--- src/rtl/reset_seq_pkg.sv ---
// Shared types and constants for the reset sequencer: FSM states, reset cause codes
// and the frame counter width.
package reset_seq_pkg;

    localparam int FRAME_W = 8;

    typedef enum logic [1:0] {
        ST_POR  = 2'd0,
        ST_HOLD = 2'd1,
        ST_RUN  = 2'd2
    } state_t;

    localparam logic [1:0] CAUSE_POR = 2'd0;
    localparam logic [1:0] CAUSE_BTN = 2'd1;
    localparam logic [1:0] CAUSE_WD  = 2'd2;

endpackage

--- src/rtl/reset_debounce.sv ---
// Front-panel button conditioner: 2-flop synchroniser followed by a stable-count debouncer.
// Produces the debounced level and a one-cycle pulse on the debounced falling edge.
module reset_debounce #(
    parameter int DEBOUNCE_CYCLES = 4096
) (
    input  logic clk,
    input  logic rst_n,
    input  logic i_btn_n,
    output logic o_level,
    output logic o_fall
);
    localparam int CNT_W = $clog2(DEBOUNCE_CYCLES + 1);

    logic             r_s1;
    logic             r_s2;
    logic             r_db;
    logic [CNT_W-1:0] r_cnt;
    logic             w_diff;
    logic             w_done;

    // Counting runs only while the synchronised sample disagrees with the accepted level;
    // a single agreeing sample drops the count back to zero.
    assign w_diff = (r_s2 != r_db);
    assign w_done = w_diff && (r_cnt == CNT_W'(DEBOUNCE_CYCLES - 1));

    always_ff @(posedge clk or negedge rst_n) begin
        if (!rst_n) begin
            r_s1  <= 1'b1;
            r_s2  <= 1'b1;
            r_db  <= 1'b1;
            r_cnt <= '0;
        end else begin
            r_s1 <= i_btn_n;
            r_s2 <= r_s1;
            if (!w_diff) begin
                r_cnt <= '0;
            end else if (w_done) begin
                r_cnt <= '0;
                r_db  <= r_s2;
            end else begin
                r_cnt <= r_cnt + CNT_W'(1);
            end
        end
    end

    assign o_level = r_db;
    assign o_fall  = w_done && !r_s2;

endmodule

--- src/rtl/reset_sequencer.sv ---
// System reset and watchdog controller: arbitrates POR, button, watchdog and 68k RESET
// onto nRESET/nHALT and nPERIPH_RST. Optional WD_FREEZE port under RESET_SEQ_WD_FREEZE_EN.
module reset_sequencer
    import reset_seq_pkg::*;
#(
    parameter int WD_TIMEOUT_FRAMES = 8,
    parameter int RESET_HOLD_FRAMES = 8,
    parameter int POR_CYCLES        = 32,
    parameter int DEBOUNCE_CYCLES   = 4096
) (
    input  logic               CLK_24M,
    input  logic               nRST,
    input  logic               FRAME_TICK,
    input  logic               WDKICK,
`ifdef RESET_SEQ_WD_FREEZE_EN
    input  logic               WD_FREEZE,
`endif
    input  logic               nCPU_RESET_IN,
    input  logic               nBTN_RESET,
    output logic               nRESET,
    output logic               nHALT,
    output logic               nPERIPH_RST,
    output logic [1:0]         RESET_CAUSE,
    output logic [FRAME_W-1:0] WD_COUNT
);
    localparam int                 POR_W    = $clog2(POR_CYCLES + 1);
    localparam logic [FRAME_W-1:0] WD_LIM   = FRAME_W'(WD_TIMEOUT_FRAMES);
    localparam logic [FRAME_W-1:0] HOLD_LIM = FRAME_W'(RESET_HOLD_FRAMES);

    state_t             r_state;
    state_t             w_state_nxt;
    logic [POR_W-1:0]   r_por_cnt;
    logic [POR_W-1:0]   w_por_nxt;
    logic [FRAME_W-1:0] r_wd_cnt;
    logic [FRAME_W-1:0] w_wd_nxt;
    logic [FRAME_W-1:0] w_wd_tmp;
    logic [FRAME_W-1:0] r_hold_cnt;
    logic [FRAME_W-1:0] w_hold_nxt;
    logic [FRAME_W-1:0] w_hold_tmp;
    logic [1:0]         r_cause;
    logic [1:0]         w_cause_nxt;
    logic               r_cpu_s1;
    logic               r_cpu_s2;
    logic               r_nreset;
    logic               r_nhalt;
    logic               r_nperiph;
    logic               w_btn_db;
    logic               w_btn_fall;
    logic               w_freeze;
    logic               w_run_nxt;

`ifdef RESET_SEQ_WD_FREEZE_EN
    assign w_freeze = WD_FREEZE;
`else
    assign w_freeze = 1'b0;
`endif

    reset_debounce #(
        .DEBOUNCE_CYCLES(DEBOUNCE_CYCLES)
    ) u_btn (
        .clk     (CLK_24M),
        .rst_n   (nRST),
        .i_btn_n (nBTN_RESET),
        .o_level (w_btn_db),
        .o_fall  (w_btn_fall)
    );

    always_ff @(posedge CLK_24M or negedge nRST) begin
        if (!nRST) begin
            r_cpu_s1 <= 1'b1;
            r_cpu_s2 <= 1'b1;
        end else begin
            r_cpu_s1 <= nCPU_RESET_IN;
            r_cpu_s2 <= r_cpu_s1;
        end
    end

    always_comb begin
        w_state_nxt = r_state;
        w_por_nxt   = r_por_cnt;
        w_wd_nxt    = r_wd_cnt;
        w_hold_nxt  = r_hold_cnt;
        w_cause_nxt = r_cause;
        w_wd_tmp    = r_wd_cnt;
        w_hold_tmp  = r_hold_cnt;
        case (r_state)
            ST_POR: begin
                w_wd_nxt    = '0;
                w_hold_nxt  = '0;
                w_cause_nxt = CAUSE_POR;
                if (r_por_cnt == POR_W'(POR_CYCLES)) begin
                    w_state_nxt = ST_RUN;
                end else begin
                    w_por_nxt = r_por_cnt + POR_W'(1);
                end
            end
            ST_RUN: begin
                // Kick beats a same-cycle tick; a CPU RESET instruction pins the count at zero.
                if (!r_cpu_s2 || WDKICK) begin
                    w_wd_tmp = '0;
                end else if (FRAME_TICK && !w_freeze && (r_wd_cnt != '1)) begin
                    w_wd_tmp = r_wd_cnt + FRAME_W'(1);
                end
                if (w_btn_fall) begin
                    w_state_nxt = ST_HOLD;
                    w_cause_nxt = CAUSE_BTN;
                    w_hold_nxt  = '0;
                    w_wd_nxt    = '0;
                end else if (w_wd_tmp >= WD_LIM) begin
                    w_state_nxt = ST_HOLD;
                    w_cause_nxt = CAUSE_WD;
                    w_hold_nxt  = '0;
                    w_wd_nxt    = '0;
                end else begin
                    w_wd_nxt = w_wd_tmp;
                end
            end
            ST_HOLD: begin
                w_wd_nxt = '0;
                if (w_btn_fall) begin
                    w_cause_nxt = CAUSE_BTN;
                    w_hold_nxt  = '0;
                end else begin
                    if (FRAME_TICK && (r_hold_cnt < HOLD_LIM)) begin
                        w_hold_tmp = r_hold_cnt + FRAME_W'(1);
                    end
                    // Held button keeps us here with the hold count parked at its limit.
                    if ((w_hold_tmp >= HOLD_LIM) && w_btn_db) begin
                        w_state_nxt = ST_RUN;
                        w_hold_nxt  = '0;
                    end else begin
                        w_hold_nxt = w_hold_tmp;
                    end
                end
            end
            default: begin
                w_state_nxt = ST_POR;
                w_por_nxt   = '0;
                w_wd_nxt    = '0;
                w_hold_nxt  = '0;
                w_cause_nxt = CAUSE_POR;
            end
        endcase
    end

    assign w_run_nxt = (w_state_nxt == ST_RUN);

    always_ff @(posedge CLK_24M or negedge nRST) begin
        if (!nRST) begin
            r_state    <= ST_POR;
            r_por_cnt  <= '0;
            r_wd_cnt   <= '0;
            r_hold_cnt <= '0;
            r_cause    <= CAUSE_POR;
            r_nreset   <= 1'b0;
            r_nhalt    <= 1'b0;
            r_nperiph  <= 1'b0;
        end else begin
            r_state    <= w_state_nxt;
            r_por_cnt  <= w_por_nxt;
            r_wd_cnt   <= w_wd_nxt;
            r_hold_cnt <= w_hold_nxt;
            r_cause    <= w_cause_nxt;
            r_nreset   <= w_run_nxt;
            r_nhalt    <= w_run_nxt;
            // Fed from the first sync stage so this register doubles as the second one.
            r_nperiph  <= w_run_nxt && r_cpu_s1;
        end
    end

    assign nRESET      = r_nreset;
    assign nHALT       = r_nhalt;
    assign nPERIPH_RST = r_nperiph;
    assign RESET_CAUSE = r_cause;
    assign WD_COUNT    = r_wd_cnt;

endmodule

--- config.mk ---
export PLATFORM = sky130hd
export DESIGN_NAME = reset_sequencer
export DESIGN_NICKNAME = d
export VERILOG_FILES = /design/src/rtl/reset_seq_pkg.sv /design/src/rtl/reset_debounce.sv /design/src/rtl/reset_sequencer.sv
export SDC_FILE = /design/constraint.sdc
export NUM_CORES = 1
export LEC_CHECK = 0
export ABC_CLOCK_PERIOD_IN_PS = 5950
export BUFFER_PORTS_ARGS = -buffer_cell sky130_fd_sc_hd__clkbuf_2
export CORE_MARGIN = 3
export CORE_UTILIZATION = 45
export DETAILED_ROUTE_END_ITERATION = 8
export SLEW_MARGIN = 0
export SYNTH_ARGS = -nofsm -noshare
export SYNTH_HDL_FRONTEND = slang
export SYNTH_SLANG_ARGS = --single-unit
--- constraint.sdc ---
create_clock -name CLK_24M -period 5.95 [get_ports CLK_24M]
set_clock_uncertainty 0.2 [all_clocks]
set_input_delay 0.2975 -clock CLK_24M [delete_from_list [all_inputs] [get_ports CLK_24M]]
set_output_delay 0.2975 -clock CLK_24M [all_outputs]
set_load 0.01 [all_outputs]
==> impl_metrics.py, run 1 <==
metrics = {
    "power_and_ir_drop": {
        "power.density_cell_area_nw_per_um2": 278,
        "cellLeakagePower_nw": 1.21,
        "post_layout_power_uw": 751,
        "ir_worst_vdd_mv": 0.207,
    },
    "global_route": {
        "grtUsageTotal_pct": 15.4,
        "grt_antenna_before_repair": 0,
        "grt_pass1_wl_um": 7680,
        "grt_overflow_total": 0,
        "first_global_vias": 1730,
        "grt_max_degree": 47,
    },
    "route": {
        "wl_um": 4220,
        "dr_total_vias": 1697,
        "route.detailed.wl_per_inst_um": 12.9,
        "drtAntennaViolNets": 0,
        "drt_iter0_drc": 71,
        "drc": 0,
        "drt_pass1_iterations": 5,
        "number_of_vias_per_cell_after_detailed_routing": 5.19,
    },
    "sta": {
        "worst_slew_margin_rel_pct": 61.2,
        "tns_ns": 0,
        "timing_hold_violations_final": 0,
        "setup_viol": 0,
        "post-route-period-util_pct": 41.7,
        "period_minus_slack_ns": 2.48,
        "rsz0062_at_grt": "false",
        "timing_worst_slew_pin_value_ns": 0.582,
        "finalMaxSlewViolations": 0,
        "fmax_mhz": 403,
        "hold_ws_ns": 0.150,
        "final_critical_path_setup_slack_ns": 3.47,
    },
    "placed_design": {
        "placed_cells_incl_taps": 316,
        "place_area_sq_um": 2560,
        "detailed_place_hpwl_um": 2940,
        "dpl_worst_slack_ns": 3.48,
        "finalWeightedCongestion": 0.810,
        "numPortBuffers": 18,
    },
    "layout": {
        "stdcell_area_sq_um": 2700,
        "final_layout_size_suffix_gt1_share_pct": 19.6,
        "fin_util_pct": 54.7,
        "final_layout_net_count": 274,
        "finalNonFillerCells": 327,
        "syn_to_final_growth_pct": 12.7,
        "diodes": 0,
    },
    "synthesis": {
        "yosysWarnings": 0,
        "most_used_standard_cells_in_the_synthesized_netlist": "41 x dfrtp_1, 28 x nor2_1, 20 x nand2_1",
        "synth_sequential_area_ratio_pct": 48.3,
        "post_synth_main_area_contributors": "dfrtp_1 43%, dfstp_2 5.5%, ha_1 4.7%",
        "synth.top_cell.area_share_pct": 42.8,
        "synthMostInstantiatedCell": "dfrtp_1",
        "ys_ff_latch": 46,
        "post-synth-top-area-cell": "dfrtp_1",
        "synth_top_flop_cell": "dfrtp_1",
        "instance_count_of_the_mapped_netlist": 231,
        "syn-cell-area_sq_um": 2400,
        "async_reset_ff_share_pct": 100,
        "syn-mean-instance-area_sq_um": 10.4,
        "synth_edf_count": 0,
        "yosys.cell_types.count": 59,
    },
    "clocking": {
        "htreeDepth": 2,
        "post_cts_resized": 0,
        "cts.hold.buffers_added": 3,
        "numCtsBuffers": 5,
        "clock_path_buffers": 2,
        "cts_sinks": 46,
        "clkLatencyLatePin_ns": 0.29,
        "clk_pin_slew_worst_paths_ns": 0.08,
        "cts_post_setup_buffers_inserted": 0,
        "cts_root_buf": "clkbuf_8",
        "tritoncts": "yes",
    },
    "critical_path": {
        "timing_worst_setup_path_type": "reg -> reg",
        "crit_path_start_kind": "register",
        "number_of_buffer_and_inverter_stages_on_the_critical_path": 0,
        "setup.worst_path.start": "WD_COUNT[0]",
        "reg_to_reg_start": "WD_COUNT[0]",
        "cell_breakdown_of_the_critical_path": "ha_1 -> and4_1 -> a211oi_2 -> o22ai_2 -> o31ai_4 -> mux2_2 -> a21oi_1",
        "critical-path-max-stage-delay_ns": 0.43,
        "crit_path_top_delay_cell": "dfrtp_1",
        "worst-path-max-fanout": 7,
        "critical_path_required_ns": 5.97,
        "critPathCaptureType": "register",
        "critical_path_arrival_ns": 2.50,
        "path_delay_family": "compound AO/OA/AOI/OAI gates",
    },
    "min_path": {
        "hold_path.startpoint": "FRAME_TICK",
        "hold_path.class": "in -> reg",
    },
    "run": {
        "cap_violations": 0,
    },
    "floorplan": {
        "ios": 19,
        "die-width_um": 79.0,
        "die_h_um": 79.0,
        "dieArea_sq_um": 6240,
        "rows": 25,
        "floorplan.initialDensity_pct": 48.5,
        "core_sq_um": 4940,
    },
    "run_status": {
        "outcome": "finished clean",
    },
}
-- worst register-to-register path, delay by kind of cell (launching register included) --
| kind | cells | cell delay, ns |
|---|---|---|
| DFF | 1 | 0.43 |
| and+or+nand+nor | 1 | 0.24 |
| adders and majority gates | 1 | 0.26 |
| muxes | 1 | 0.37 |
| AOI/OAI and AO/OA | 4 | 0.91 |
-- state kept, by name (all words and copies together), names as in the netlist --
signal         flops
r_state            2
RESET_CAUSE        2
r_hold_cnt         8
r_cpu_s1           1
r_por_cnt          6
u_btn.r_s2         1
u_btn.r_s1         1
WD_COUNT           8
u_btn.r_cnt       13
r_cpu_s2           1
u_btn.o_level      1
nPERIPH_RST        1
nHALT              1
-- final cells by class --
cell class | count | area (sq um)
clock buffer | 5 | 68.8
clock inverter | 3 | 40.0
fill | 473 | 2240
multi-input combinational | 174 | 1190
tap | 67 | 83.8
sequential | 46 | 1160
timing repair buffer | 22 | 128
inverter | 10 | 37.5
-- cells by family after synthesis --
group	Yosys count	synth area share (%)
fa+ha+maj	9	4.70
compound gates	45	14.6
other cells	1	0.157
mux	4	1.83
buf+inv	15	2.82
xor+xnor	16	5.85
simple gates	95	21.7
flops	46	48.3
-- where the power goes --
part | total [mW] | internal, mW | leakage (nW) | switching [mW]
logic | 0.154 | 0.0644 | 0.548 | 0.0895
registers | 0.369 | 0.343 | 0.603 | 0.0263
clock network | 0.228 | 0.124 | 0.0579 | 0.104
total | 0.751 | 0.531 | 1.21 | 0.220
-- placed cells by master (no fill, tap or decap), types with 5 or more instances in the layout --
cell / instances
xor2_1: 8
clkbuf_2: 18
nand4_1: 5
inv_1: 10
ha_1: 9
dfstp_2: 5
o21ai_0: 7
a21oi_1: 10
nor3_1: 5
xnor2_1: 8
dfrtp_1: 41
nand2_1: 20
clkbuf_8: 5
conb_1: 5
nor2_1: 28
nand3_1: 9
-- final timing paths --
path                                   to  slack, ns  depth (start not counted)
min reg2reg                    u_btn.r_s2       0.16                          0
max                        RESET_CAUSE[1]       3.47                          7
min                           WD_COUNT[1]       0.15                          3
min in group asynchronous   r_hold_cnt[0]       0.43                          3
max reg2reg                RESET_CAUSE[1]       3.47                          7
max in group asynchronous   r_hold_cnt[4]       4.71                          3
-- metal layers --
metal	part of all wire [%]	vias to the layer above	routed length [um]	GRT usage [%]
met3	2.6	9	108	3.40
met4	2.2	0	91	6.36
met2	44	20	1880	23.7
met1	51	793	2140	21.1
li1	-	875	-	-
met5	0	-	0	0
(Power assumes the default switching activity.)
==> inputs of run 2 (changes only) <==
--- a/config.mk
+++ b/config.mk
@@ -5,11 +5,12 @@
 export SDC_FILE = /design/constraint.sdc
 export NUM_CORES = 1
 export LEC_CHECK = 0
-export ABC_CLOCK_PERIOD_IN_PS = 5950
+export ABC_CLOCK_PERIOD_IN_PS = 2100
 export BUFFER_PORTS_ARGS = -buffer_cell sky130_fd_sc_hd__clkbuf_2
 export CORE_MARGIN = 3
 export CORE_UTILIZATION = 45
 export DETAILED_ROUTE_END_ITERATION = 8
+export PLACE_DENSITY = 0.65
 export SLEW_MARGIN = 0
 export SYNTH_ARGS = -nofsm -noshare
 export SYNTH_HDL_FRONTEND = slang
==> constraint.sdc (replaced) <==
create_clock -name CLK_24M -period 2.1 [get_ports CLK_24M]
set_clock_uncertainty 0.2 [all_clocks]
set_input_delay 0.105 -clock CLK_24M [delete_from_list [all_inputs] [get_ports CLK_24M]]
set_output_delay 0.105 -clock CLK_24M [all_outputs]
set_load 0.01 [all_outputs]
==> run 2 against run 1 <==
Setup slack got worse by 3.7 ns. The run now ends with setup timing left. Power grew to 3.0 times the previous value. First-iteration DRC count increased by 37%. Sequential share of layout area shrank 6.1 points.
==> impl_metrics.py, run 2 (synthesized netlist as in run 1, its figures left out) <==
metrics = {
    "run_status": {
        "outcome": "finished, violations left",
        "violations_in_the_final_reports": "setup timing",
    },
    "route": {
        "number_of_vias_per_cell_after_detailed_routing": 5.16,
        "drc": 0,
        "route.detailed.wl_per_inst_um": 13.6,
        "drtAntennaViolNets": 0,
        "dr_total_vias": 1921,
        "wl_um": 5060,
        "drt_pass1_iterations": 4,
        "drt_iter0_drc": 97,
    },
    "placed_design": {
        "finalWeightedCongestion": 0.862,
        "dpl_worst_slack_ns": -0.218,
        "numPortBuffers": 18,
        "detailed_place_hpwl_um": 3590,
        "place_area_sq_um": 2890,
    },
    "clocking": {
        "clkLatencyLatePin_ns": 0.29,
        "numCtsBuffers": 5,
        "cts_sinks": 46,
        "clock_path_buffers": 2,
        "clk_pin_slew_worst_paths_ns": 0.09,
        "htreeDepth": 2,
        "tritoncts": "yes",
        "cts_root_buf": "clkbuf_8",
    },
    "layout": {
        "final_layout_net_count": 319,
        "final_layout_size_suffix_gt1_share_pct": 36.4,
        "stdcell_area_sq_um": 3160,
        "largest_register_ffs": 13,
        "most-common-layout-cells": "43 x buf_4, 38 x dfrtp_1, 28 x nor2_1, 18 x nand2_1, 18 x clkbuf_2",
        "regMostFlops": "u_btn.r_cnt",
        "syn_to_final_growth_pct": 32.0,
        "number_of_filler_cells_placed_in_the_layout": 428,
        "commonest_non_fill_non_tap_cell_in_the_layout": "buf_4",
        "diodes": 0,
    },
    "critical_path": {
        "timing_worst_setup_path_type": "reg -> reg",
        "setup.worst_path.start": "WD_COUNT[1]",
        "critPathCaptureType": "register",
        "worst-path-max-fanout": 4,
        "critical_path_arrival_ns": 2.33,
        "rr_worst_depth": 8,
        "reg_to_reg_start": "WD_COUNT[1]",
        "crit-reg2reg-capture": "RESET_CAUSE[1]",
        "setup.reg_to_reg.worst_slack_ns": -0.20,
        "critPathCapture": "RESET_CAUSE[1]",
        "critical_path_required_ns": 2.13,
        "crit_path_start_kind": "register",
    },
    "global_route": {
        "grt_max_degree": 25,
        "grt_antenna_before_repair": 0,
        "grt_pass1_wl_um": 8630,
        "grtUsageTotal_pct": 17.3,
        "grt_overflow_total": 0,
        "first_global_vias": 1885,
    },
    "sta": {
        "tns_ns": -1.33,
        "finalMaxSlewViolations": 0,
        "post-route-period-util_pct": 110,
        "setup_viol": 14,
        "timing_hold_violations_final": 0,
        "timing_worst_slew_pin_value_ns": 0.588,
        "period_minus_slack_ns": 2.30,
        "fmax_mhz": 434,
        "final_critical_path_setup_slack_ns": -0.204,
        "worst_slew_margin_rel_pct": 60.8,
        "rsz0062_at_grt": "true",
    },
    "power_and_ir_drop": {
        "power.density_cell_area_nw_per_um2": 706,
        "seqPwrFrac_pct": 46.7,
        "psw_uw": 657,
        "p_clk_share_pct": 28.6,
        "ir_worst_vdd_mv": 0.389,
        "cellLeakagePower_nw": 1.45,
        "p_int_mw": 1.58,
        "comb_power_share_pct": 24.7,
        "sw_frac_of_total_pct": 29.4,
    },
    "floorplan": {
        "dieArea_sq_um": 6240,
        "floorplan.initialDensity_pct": 48.5,
        "die-width_um": 79.0,
        "rows": 25,
        "core_sq_um": 4940,
        "die_h_um": 79.0,
        "ios": 19,
    },
    "min_path": {
        "hold_path.class": "in -> reg",
    },
    "run": {
        "cap_violations": 0,
    },
}
## run 2: cell types whose count changed in the layout (fill, tap and decap cells not counted), moves of 3 or more
cell,previous run,this run
a21boi_0,4,0
a21boi_1,0,4
a21oi_1,10,7
buf_4,1,43
dfrtp_1,41,38
dfrtp_2,0,3
## run 2: power by group through the flow
stage	Combinational (mW)	Clock (mW)	Sequential, mW
floorplan	0.331	0	1.05
finish	0.551	0.638	1.04
detailed placement	0.522	0	1.06
global placement	0.512	0	1.06
CTS	0.538	0.657	1.04
global route	0.623	0.699	1.06
## run 2: routing by layer
metal  track usage (%)  vias up  routed length [um]
met3              3.63        5                 180
met5                 0        -                   0
met1              24.4      931                2490
met4              4.30        0                  36
li1                  -      954                   -
met2              27.1       31                2360
## run 2: area by class of cell
| cell class | instances | area, sq um | area share (%) |
|---|---|---|---|
| clock buffers | 7 | 76.3 | 2.41 |
| clock inverters | 1 | 30.0 | 0.950 |
| well taps | 67 | 83.8 | 2.65 |
| repair buffers | 67 | 484 | 15.3 |
| inverters | 10 | 37.5 | 1.19 |
| multi-input cells | 174 | 1290 | 40.8 |
| flip-flops and latches | 46 | 1160 | 36.7 |
## run 2: worst max-delay path, stage by stage (launching register included)
cell and delay (ns):
dfrtp_2 0.39, buf_4 0.13, nand4_1 0.15, nor3_2 0.17, mux2_4 0.36, o31ai_4 0.28
buf_6 0.14, mux2_4 0.31, a21oi_4 0.12
## run 2: how the worst min path moves through the flow
stage,startpoint,end,slack [ns],cells after the start
after global placement,nRST,WD_COUNT[0],-0.07,1
after CTS,FRAME_TICK,WD_COUNT[1],0.07,5
after global routing,FRAME_TICK,WD_COUNT[1],0.11,5
final,FRAME_TICK,WD_COUNT[1],0.09,5
after floorplan,nRST,RESET_CAUSE[0],-0.39,0
after detailed placement,nRST,WD_COUNT[0],-0.06,1
## run 2: metrics by stage
| step | cells | power (mW) | utilization [%] | hold slack [ns] |
|---|---|---|---|---|
| after floorplan | 235 | 1.38 | - | -0.391 |
| after global placement | 355 | 1.57 | 58.6 | -0.0671 |
| after detailed placement | 355 | 1.58 | 58.6 | -0.0602 |
| after CTS | 372 | 2.24 | 62.7 | 0.0699 |
| after global routing | 372 | 2.38 | 64.0 | 0.113 |
| final | 372 | 2.23 | 64.0 | 0.0930 |
## run 2: repair_timing
item                                   in CTS  in global routing
hold buffers                                4                  0
endpoints found under the hold margin      25                  0
buffers inserted                            5                  0
resized for setup                           8                 15
pin swaps                                   5                  5
setup endpoints to repair                  14                 28
cloned                                      0                  0
